File: config.mk
export PLATFORM = sky130hd
export DESIGN_NAME = alu_exec_unit_flat
export DESIGN_NICKNAME = d
export VERILOG_FILES = /design/src/rtl/alu_exec_unit_if.sv /design/src/rtl/alu_exec_unit.sv /design/src/flat_wrapper.sv
export SDC_FILE = /design/constraint.sdc
export NUM_CORES = 1
export LEC_CHECK = 0
export CELL_PAD_IN_SITES_DETAIL_PLACEMENT = 0
export CELL_PAD_IN_SITES_GLOBAL_PLACEMENT = 1
export CORE_ASPECT_RATIO = 0.5
export CORE_MARGIN = 3
export CORE_UTILIZATION = 40
export CTS_BUF_LIST = sky130_fd_sc_hd__clkbuf_4
export DETAILED_ROUTE_END_ITERATION = 8
export PLACE_DENSITY_LB_ADDON = 0.1
export SLEW_MARGIN = 40
export SYNTH_ARGS = -nofsm -noshare
export SYNTH_HDL_FRONTEND = slang
export SYNTH_SLANG_ARGS = --single-unit
export TNS_END_PERCENT = 20
File: constraint.sdc
create_clock -name clk -period 6.13 [get_ports clk]
set_input_delay 1.839 -clock clk [delete_from_list [all_inputs] [get_ports clk]]
set_output_delay 1.839 -clock clk [all_outputs]
set_load 0.01 [all_outputs]
File: src/rtl/alu_exec_unit_if.sv
// Request/response bundle between the issue stage and the execution ALU.
// master drives requests and accepts results; slave is the ALU side.
interface alu_exec_unit_if #(
    parameter int XLEN = 32
);
    logic            in_valid;
    logic            in_ready;
    logic [3:0]      outsel;
    logic [XLEN-1:0] op_a;
    logic [XLEN-1:0] op_b;
    logic            out_valid;
    logic            out_ready;
    logic [XLEN-1:0] result;
    logic            zero;
    logic            illegal;

    modport master (
        output in_valid, outsel, op_a, op_b, out_ready,
        input  in_ready, out_valid, result, zero, illegal
    );

    modport slave (
        input  in_valid, outsel, op_a, op_b, out_ready,
        output in_ready, out_valid, result, zero, illegal
    );
endinterface

File: src/rtl/alu_exec_unit.sv
// Execution ALU: 1-cycle logic/arith/compare, 1+ceil(shamt/SHIFT_PER_CYCLE) for SLL/SRA.
// One op in flight; in_ready low until the result is taken, result held while out_ready is low.
module alu_exec_unit #(
    parameter int XLEN            = 32,
    parameter int SHAMT_W         = 5,
    parameter int SHIFT_PER_CYCLE = 1
) (
    input  logic            clk,
    input  logic            rst,
    alu_exec_unit_if.slave  bus
);

    localparam logic [3:0] OP_AND  = 4'b0000;
    localparam logic [3:0] OP_OR   = 4'b0001;
    localparam logic [3:0] OP_ADD  = 4'b0010;
    localparam logic [3:0] OP_SUB  = 4'b0110;
    localparam logic [3:0] OP_SLT  = 4'b0111;
    localparam logic [3:0] OP_SLTU = 4'b1000;
    localparam logic [3:0] OP_SLL  = 4'b1001;
    localparam logic [3:0] OP_SRA  = 4'b1011;
    localparam logic [3:0] OP_XOR  = 4'b1100;

    localparam logic [SHAMT_W:0] SPC_W = (SHAMT_W + 1)'(SHIFT_PER_CYCLE);

    typedef enum logic [1:0] {IDLE, SHIFT, DONE} state_t;

    state_t              state_q, state_d;
    logic [XLEN-1:0]     work_q, work_d;
    logic [XLEN-1:0]     result_q, result_d;
    logic [SHAMT_W-1:0]  cnt_q, cnt_d;
    logic                sra_q, sra_d;
    logic                zero_q, zero_d;
    logic                illegal_q, illegal_d;

    logic [XLEN-1:0]        alu_res;
    logic                   alu_ill;
    logic                   is_shift;
    logic [SHAMT_W-1:0]     shamt;
    logic [SHAMT_W:0]       step;
    logic signed [XLEN-1:0] sra_val;
    logic [XLEN-1:0]        sll_val;
    logic [XLEN-1:0]        shifted;

    assign shamt    = bus.op_b[SHAMT_W-1:0];
    assign is_shift = (bus.outsel == OP_SLL) || (bus.outsel == OP_SRA);

    // Single-cycle result; a zero-distance shift simply passes op_a through.
    always_comb begin
        alu_res = '0;
        alu_ill = 1'b0;
        case (bus.outsel)
            OP_AND:  alu_res = bus.op_a & bus.op_b;
            OP_OR:   alu_res = bus.op_a | bus.op_b;
            OP_XOR:  alu_res = bus.op_a ^ bus.op_b;
            OP_ADD:  alu_res = bus.op_a + bus.op_b;
            OP_SUB:  alu_res = bus.op_a - bus.op_b;
            OP_SLT:  alu_res = {{(XLEN-1){1'b0}}, ($signed(bus.op_a) < $signed(bus.op_b))};
            OP_SLTU: alu_res = {{(XLEN-1){1'b0}}, (bus.op_a < bus.op_b)};
            OP_SLL,
            OP_SRA:  alu_res = bus.op_a;
            default: alu_ill = 1'b1;
        endcase
    end

    // Per-cycle shift distance is capped by the remaining count.
    always_comb begin
        step    = ({1'b0, cnt_q} < SPC_W) ? {1'b0, cnt_q} : SPC_W;
        sra_val = $signed(work_q) >>> step;
        sll_val = work_q << step;
        shifted = sra_q ? sra_val : sll_val;
    end

    always_comb begin
        state_d   = state_q;
        work_d    = work_q;
        cnt_d     = cnt_q;
        sra_d     = sra_q;
        result_d  = result_q;
        zero_d    = zero_q;
        illegal_d = illegal_q;
        case (state_q)
            IDLE: begin
                if (bus.in_valid) begin
                    if (is_shift && (shamt != '0)) begin
                        state_d = SHIFT;
                        work_d  = bus.op_a;
                        cnt_d   = shamt;
                        sra_d   = (bus.outsel == OP_SRA);
                    end else begin
                        state_d   = DONE;
                        result_d  = alu_res;
                        zero_d    = (alu_res == '0);
                        illegal_d = alu_ill;
                    end
                end
            end
            SHIFT: begin
                work_d = shifted;
                cnt_d  = cnt_q - step[SHAMT_W-1:0];
                if (cnt_q == step[SHAMT_W-1:0]) begin
                    state_d   = DONE;
                    result_d  = shifted;
                    zero_d    = (shifted == '0);
                    illegal_d = 1'b0;
                end
            end
            DONE: begin
                if (bus.out_ready) begin
                    state_d = IDLE;
                end
            end
            default: state_d = IDLE;
        endcase
    end

    always_ff @(posedge clk) begin
        if (rst) begin
            state_q   <= IDLE;
            work_q    <= '0;
            cnt_q     <= '0;
            sra_q     <= 1'b0;
            result_q  <= '0;
            zero_q    <= 1'b1;
            illegal_q <= 1'b0;
        end else begin
            state_q   <= state_d;
            work_q    <= work_d;
            cnt_q     <= cnt_d;
            sra_q     <= sra_d;
            result_q  <= result_d;
            zero_q    <= zero_d;
            illegal_q <= illegal_d;
        end
    end

    assign bus.in_ready  = (state_q == IDLE);
    assign bus.out_valid = (state_q == DONE);
    assign bus.result    = result_q;
    assign bus.zero      = zero_q;
    assign bus.illegal   = illegal_q;

endmodule

File: src/flat_wrapper.sv
// flat-port wrapper written by rule: the top's interface ports become plain ports
module alu_exec_unit_flat 
#(
    parameter int XLEN            = 32,
    parameter int SHAMT_W         = 5,
    parameter int SHIFT_PER_CYCLE = 1
)
  (clk, rst, bus_in_valid, bus_outsel, bus_op_a, bus_op_b, bus_out_ready, bus_in_ready, bus_out_valid, bus_result, bus_zero, bus_illegal);
  alu_exec_unit_if #(.XLEN(XLEN)) bus_i ();
  input  logic clk;
  input  logic rst;
  input wire logic [$bits(bus_i.in_valid)-1:0] bus_in_valid;
  input wire logic [$bits(bus_i.outsel)-1:0] bus_outsel;
  input wire logic [$bits(bus_i.op_a)-1:0] bus_op_a;
  input wire logic [$bits(bus_i.op_b)-1:0] bus_op_b;
  input wire logic [$bits(bus_i.out_ready)-1:0] bus_out_ready;
  output wire logic [$bits(bus_i.in_ready)-1:0] bus_in_ready;
  output wire logic [$bits(bus_i.out_valid)-1:0] bus_out_valid;
  output wire logic [$bits(bus_i.result)-1:0] bus_result;
  output wire logic [$bits(bus_i.zero)-1:0] bus_zero;
  output wire logic [$bits(bus_i.illegal)-1:0] bus_illegal;
  assign bus_i.in_valid = bus_in_valid;
  assign bus_i.outsel = bus_outsel;
  assign bus_i.op_a = bus_op_a;
  assign bus_i.op_b = bus_op_b;
  assign bus_i.out_ready = bus_out_ready;
  assign bus_in_ready = bus_i.in_ready;
  assign bus_out_valid = bus_i.out_valid;
  assign bus_result = bus_i.result;
  assign bus_zero = bus_i.zero;
  assign bus_illegal = bus_i.illegal;
  alu_exec_unit #(.XLEN(XLEN), .SHAMT_W(SHAMT_W), .SHIFT_PER_CYCLE(SHIFT_PER_CYCLE)) u_core (.clk(clk), .rst(rst), .bus(bus_i));
endmodule
# Word level (Yosys, flattened, before mapping)
# Index checks and enable logic that the tools add are counted.
[op_classes]
n_reduce_logical = 14
n_addsub = 3
bitwise = 3
n_shift = 2
eq_ne = 16
n_lt_le_gt_ge = 3
n_mux = 27
[op_table]
columns = ["cell", "count"]
rows = [
  ["$pmux W32 S8", 1],
  ["$mux W32", 6],
  ["$pmux W32 S2", 2],
  ["$logic_not A32 Y1", 2],
  ["$lt A32 B32 Y1", 2],
  ["$add A32 B32 Y32", 1],
  ["$and A32 B32 Y32", 1],
  ["$or A32 B32 Y32", 1],
  ["$shl A32 B6 Y32", 1],
  ["$sshr A32 B6 Y32", 1],
  ["$sub A32 B32 Y32", 1],
  ["$xor A32 B32 Y32", 1],
  ["$eq A4 B4 Y1 const B", 4],
  ["$mux W5", 3],
  ["$pmux W5 S2", 1],
  ["$reduce_and A3 Y1", 3],
  ["$reduce_or A9 Y1", 1],
  ["$eq A4 B3 Y1 const B", 2],
  ["$mux W2", 4],
  ["$mux W1", 7],
  ["$ne A2 B2 Y1 const B", 3],
  ["$pmux W2 S3", 1],
  ["$eq A5 B5 Y1", 1],
  ["$lt A5 B1 Y1 const B", 1],
  ["15 further kinds", 17],
]
[word_totals]
in_bits = 72
regBits = 74

# Longest topological paths before layout
# Gate-level depths: netlist of the first run.
[logic_depth]
depth_word = 7
depth_mapped = 15
ltp_nobuf = 15

# Least setup slack after synthesis of the first run
# OpenSTA, ideal clock, no wires.
[synth_timing]
kind = "input -> register"
startpoint = "input bus_op_b[1]"
endpoint = "register u_core.zero_q, in the netlist u_core.bus.zero"
n_path_buf = 0
setup_slack_ns = 1.088
cell_stages = 13
t_arrival_ns = 4.957
setup_ns = 0.084
required_time_ns = 6.046
cell_sequence = "inv_1 > ha_1 > or2_1 > a2111o_1 > a211oi_2 > o21ai_1 > o31a_1 > o21ai_1 > nand3_1 > and3_1 > or3_1 > or4_1 > o31ai_2"
[synth_between]
elab_chain_len = 6
[synth_rtl]
columns = ["item", "line", "source"]
rows = [
  ["from (decl)", "flat_wrapper.sv:15", "input wire logic [$bits(bus_i.op_b)-1:0] bus_op_b;"],
  ["$sub A32 B32 Y32, or another cell as far along", "alu_exec_unit.sv:56", "OP_SUB: alu_res = bus.op_a - bus.op_b;"],
  ["$pmux W32 S8", "alu_exec_unit.sv:51", "case (bus.outsel)"],
  ["$logic_not A32 Y1", "alu_exec_unit.sv:92", "zero_d = (alu_res == '0);"],
  ["$mux W1", "alu_exec_unit.sv:84", "if (is_shift && (shamt != '0)) begin"],
  ["$mux W1", "alu_exec_unit.sv:83", "if (bus.in_valid) begin"],
  ["$pmux W1 S2", "alu_exec_unit.sv:81", "case (state_q)"],
  ["to (signal assigned)", "alu_exec_unit.sv:131", "zero_q <= zero_d;"],
  ["to (decl)", "alu_exec_unit.sv:32", "logic zero_q, zero_d;"],
]
# Several ways; a longest one is shown, not always the timed one. The select of a mux whose other input is x is not followed.
# A chain may end at the register's enable or synchronous reset.

# Final worst setup path of the first run
# Ends and elaborated chain as after synthesis.

==> impl_metrics.env, run 1 <==
export IMPL_drt_pass1_iter_count=6
export IMPL_num_vias=12400
export IMPL_period_needed_ns=5.91
export IMPL_hold_class="reg -> reg"
export IMPL_vias_per_cell=6.27
export IMPL_finalHoldViolations=0
export IMPL_start_util_pct=41.1
export IMPL_antenna_found_initial=2
export IMPL_drv_cap=0
export IMPL_clkSinkCount=74
export IMPL_cts_setup_buffers=0
export IMPL_powerDensity_mw_per_mm2=153
export IMPL_ys_ff_latch=74
export IMPL_fin_skew_ns=0.0127
export IMPL_fill_cells=2500
export IMPL_dpl_cell_count=1964
export IMPL_synth_edf_count=0
export IMPL_p_int_mw=1.07
export IMPL_tritoncts="built"
export IMPL_worstSetupPathType="in -> reg"
export IMPL_wl_um=48100
export IMPL_synth_ff_type="dfxtp_1"
export IMPL_startpoint_type="primary input"
export IMPL_die_area_mm2=0.0270
export IMPL_yosysWarnings=0
export IMPL_rsz0062_at_grt="false"
export IMPL_p_leak_nw=4.97
export IMPL_gp_congestion=0.997
export IMPL_wire_per_inst_um=24.3
export IMPL_seq_power_share_pct=28.1
export IMPL_required_ns=6.52
export IMPL_clockBufferDepth=2
export IMPL_postCtsHoldBufs=0
export IMPL_syn_inst=1478
export IMPL_final_cell_mix="nand2_1 (175), nor2_1 (151), a21oi_1 (149), buf_4 (147), clkdlybuf4s50_1 (105)"
export IMPL_finalNetCount=1813
export IMPL_status="finished clean"
export IMPL_tns_ns=0
export IMPL_cts_clk_slew_worst_paths_ns=0.12
export IMPL_place_ws_ns=-0.248
export IMPL_grt_usage_pct=34.0
export IMPL_grt_pass1_vias=11300
export IMPL_final_max_slew_viol_count=0
export IMPL_crit_fanout=6
export IMPL_tightest_slew_ns=0.943
export IMPL_grt_max_degree=75
export IMPL_areaGrowthSynthToFinish_pct=24.2
export IMPL_gr_total_overflow=0
export IMPL_syn_num_nets=1652
export IMPL_fin_cells=1981
export IMPL_boundaryPins=108
export IMPL_slew_headroom_pct=36.6
export IMPL_finalSetupViolCount=0
export IMPL_syn_area_mm2=0.00998
export IMPL_fin_hold_ws_ns=0.469
export IMPL_ys_seq_area_share_pct=14.8
export IMPL_io_buffers=107
export IMPL_fmax_mhz=169
export IMPL_combPwrFrac_pct=53.8
export IMPL_fp_dieW_um=229
export IMPL_fin_ws_ns=0.223
export IMPL_antenna_left=0
export IMPL_ir_drop_mv=0.108
export IMPL_die_y_um=118
export IMPL_cts_made_buffers=9
export IMPL_htree_levels=3
export IMPL_critPathArrivalTime_ns=6.29
export IMPL_yosysUniqueCellTypes=77
export IMPL_synthArstFlopShare_pct=0
export IMPL_clkPwrFrac_pct=18.1
export IMPL_cts_root_buf="clkbuf_4"
export IMPL_syn_avg_cell_area_um2=6.76
export IMPL_clkLatencyLatePin_ns=0.47
export IMPL_fin_crit_sh_pct=96.4
export IMPL_regArea_mm2=0.00149
export IMPL_p_switching_mw=0.825
export IMPL_grt_pass1_wl_um=70700
export IMPL_rows=40
export IMPL_core_mm2=0.0243
export IMPL_multi_input_area_mm2=0.00778
export IMPL_cts_resized=0
export IMPL_drtIter0Drc=1518
export IMPL_drc=0
export IMPL_layout_commonest_cell="nand2_1"
export IMPL_endpoint_kind="flop"
export IMPL_drive_above_1_share_pct=12.0
export IMPL_switching_share_pct=43.5
export IMPL_place_hpwl_um=38300
==> power groups by stage <==
stage                     logic, mW  registers [mW]  clock network (mW)
after CTS                     0.983           0.531               0.344
after global placement        0.977           0.541                   0
after detailed placement      0.978           0.542                   0
final                          1.02           0.532               0.343
after global routing           1.09           0.535               0.368
after floorplan               0.524           0.544                   0
==> sequential cells by signal (all words and copies together) (netlist names) <==
name,count
u_core.bus.result,32
u_core.work_q,32
u_core.cnt_q,5
u_core.state_q,2
u_core.bus.illegal,1
u_core.bus.zero,1
u_core.sra_q,1
==> through the flow <==
stage | util (%) | cell area [µm²] | total power [mW]
6_report | 51.1 | 12400 | 1.90
5_1_grt | 51.1 | 12400 | 1.99
4_1_cts | 51.0 | 12400 | 1.86
3_5_place_dp | 50.4 | 12200 | 1.52
3_3_place_gp | 50.4 | 12200 | 1.52
2_1_floorplan | - | 9980 | 1.07
==> synth_stat cells, types with 16 or more instances <==
cell / n / area share, %
a21oi_1: 149 / 7.5
a311oi_1: 22 / 1.9
nand4_1: 21 / 1.3
a211oi_1: 30 / 2.3
dfxtp_1: 74 / 15
nor3_1: 53 / 2.7
inv_1: 98 / 3.7
a31oi_1: 20 / 1.3
o211ai_1: 32 / 2.4
nor2b_1: 16 / 1.0
a21o_1: 17 / 1.3
ha_1: 100 / 13
o31ai_1: 16 / 1.2
mux2i_1: 35 / 3.5
buf_1: 16 / 0.60
nand2_1: 175 / 6.6
nand2b_1: 18 / 1.1
nor2_1: 152 / 5.7
nor4_1: 22 / 1.4
nand3_1: 22 / 1.1
o21ai_0: 65 / 3.3
clkbuf_1: 78 / 2.9
==> critical path: stages <==
cell and delay [ns]:
clkdlybuf4s50_1 0.54, inv_1 0.15, ha_1 0.35, or2_1 0.25, a2111o_1 0.52, a2111oi_2 0.55, o21ai_0 0.19, a31oi_1 0.21
o221ai_1 0.31, nor4_1 0.26, and4_1 0.26, nand4b_1 0.10, or4_1 0.52, o31ai_2 0.23
==> layout make-up <==
type | count | area share, %
Clock buffer | 9 | 0.545
Sequential cell | 74 | 12.0
Multi-Input combinational cell | 1200 | 62.8
Timing Repair Buffer | 255 | 17.6
Tap cell | 336 | 3.39
Antenna cell | 1 | 0.0202
Inverter | 99 | 3.00
Clock inverter | 7 | 0.676
==> worst paths after layout <==
check | start | end | slack (ns) | depth (start not counted)
worst max-delay path | bus_op_b[1] | u_core.bus.zero | 0.22 | 14
worst min-delay path | u_core.bus.result[7] | u_core.bus.result[7] | 0.47 | 2
worst max register to register | u_core.cnt_q[1] | u_core.bus.zero | 1.83 | 13
worst min register to register | u_core.bus.result[7] | u_core.bus.result[7] | 0.47 | 2
==> layer usage <==
| layer | share of wire (%) | track usage (%) | up-vias |
|---|---|---|---|
| met3 | 14 | 13.5 | 54 |
| met1 | 47 | 51.2 | 5965 |
| met5 | 0.027 | 0 | - |
| met4 | 1.2 | 4.93 | 2 |
| li1 | - | - | 5743 |
| met2 | 38 | 45.2 | 657 |
==> cells by family (layout without fill, tap and decap cells) <==
| family | Yosys count | after routing | share of synthesized area, % |
|---|---|---|---|
| adder cells (fa/ha/maj) | 102 | 102 | 12.9 |
| AND/OR/NAND/NOR | 553 | 553 | 26.3 |
| buffers and inverters | 204 | 370 | 7.81 |
| AO/OA/AOI/OAI | 501 | 501 | 33.8 |
| other | 0 | 1 | 0 |
| flip-flops | 74 | 74 | 14.8 |
| XOR/XNOR | 7 | 7 | 0.614 |
| multiplexers | 37 | 37 | 3.73 |
No activity file was read; power rests on OpenSTA's default activity.
==> run 2, diff against run 1 <==
--- a/config.mk
+++ b/config.mk
@@ -12,6 +12,7 @@
 export CORE_UTILIZATION = 40
 export CTS_BUF_LIST = sky130_fd_sc_hd__clkbuf_4
 export DETAILED_ROUTE_END_ITERATION = 8
+export HOLD_SLACK_MARGIN = 0.1
 export PLACE_DENSITY_LB_ADDON = 0.1
 export SLEW_MARGIN = 40
 export SYNTH_ARGS = -nofsm -noshare
==> results of run 2 <==
Same layout as run 1: the final DEF is identical, and so are final timing and power.
==> run 3, diff against run 2 <==
--- a/config.mk
+++ b/config.mk
@@ -18,4 +18,4 @@
 export SYNTH_ARGS = -nofsm -noshare
 export SYNTH_HDL_FRONTEND = slang
 export SYNTH_SLANG_ARGS = --single-unit
-export TNS_END_PERCENT = 20
+export TNS_END_PERCENT = 5
==> constraint.sdc (replaced) <==
create_clock -name clk -period 6.13 [get_ports clk]
set_input_delay 1.839 -clock clk [delete_from_list [all_inputs] [get_ports clk]]
set_output_delay 1.839 -clock clk [all_outputs]
set_load 0.02 [all_outputs]
==> results of run 3 <==
Same layout as run 1 (identical final DEF). Status: finished clean.
Among the figures that moved: total power 1.90 mW -> 1.91 mW
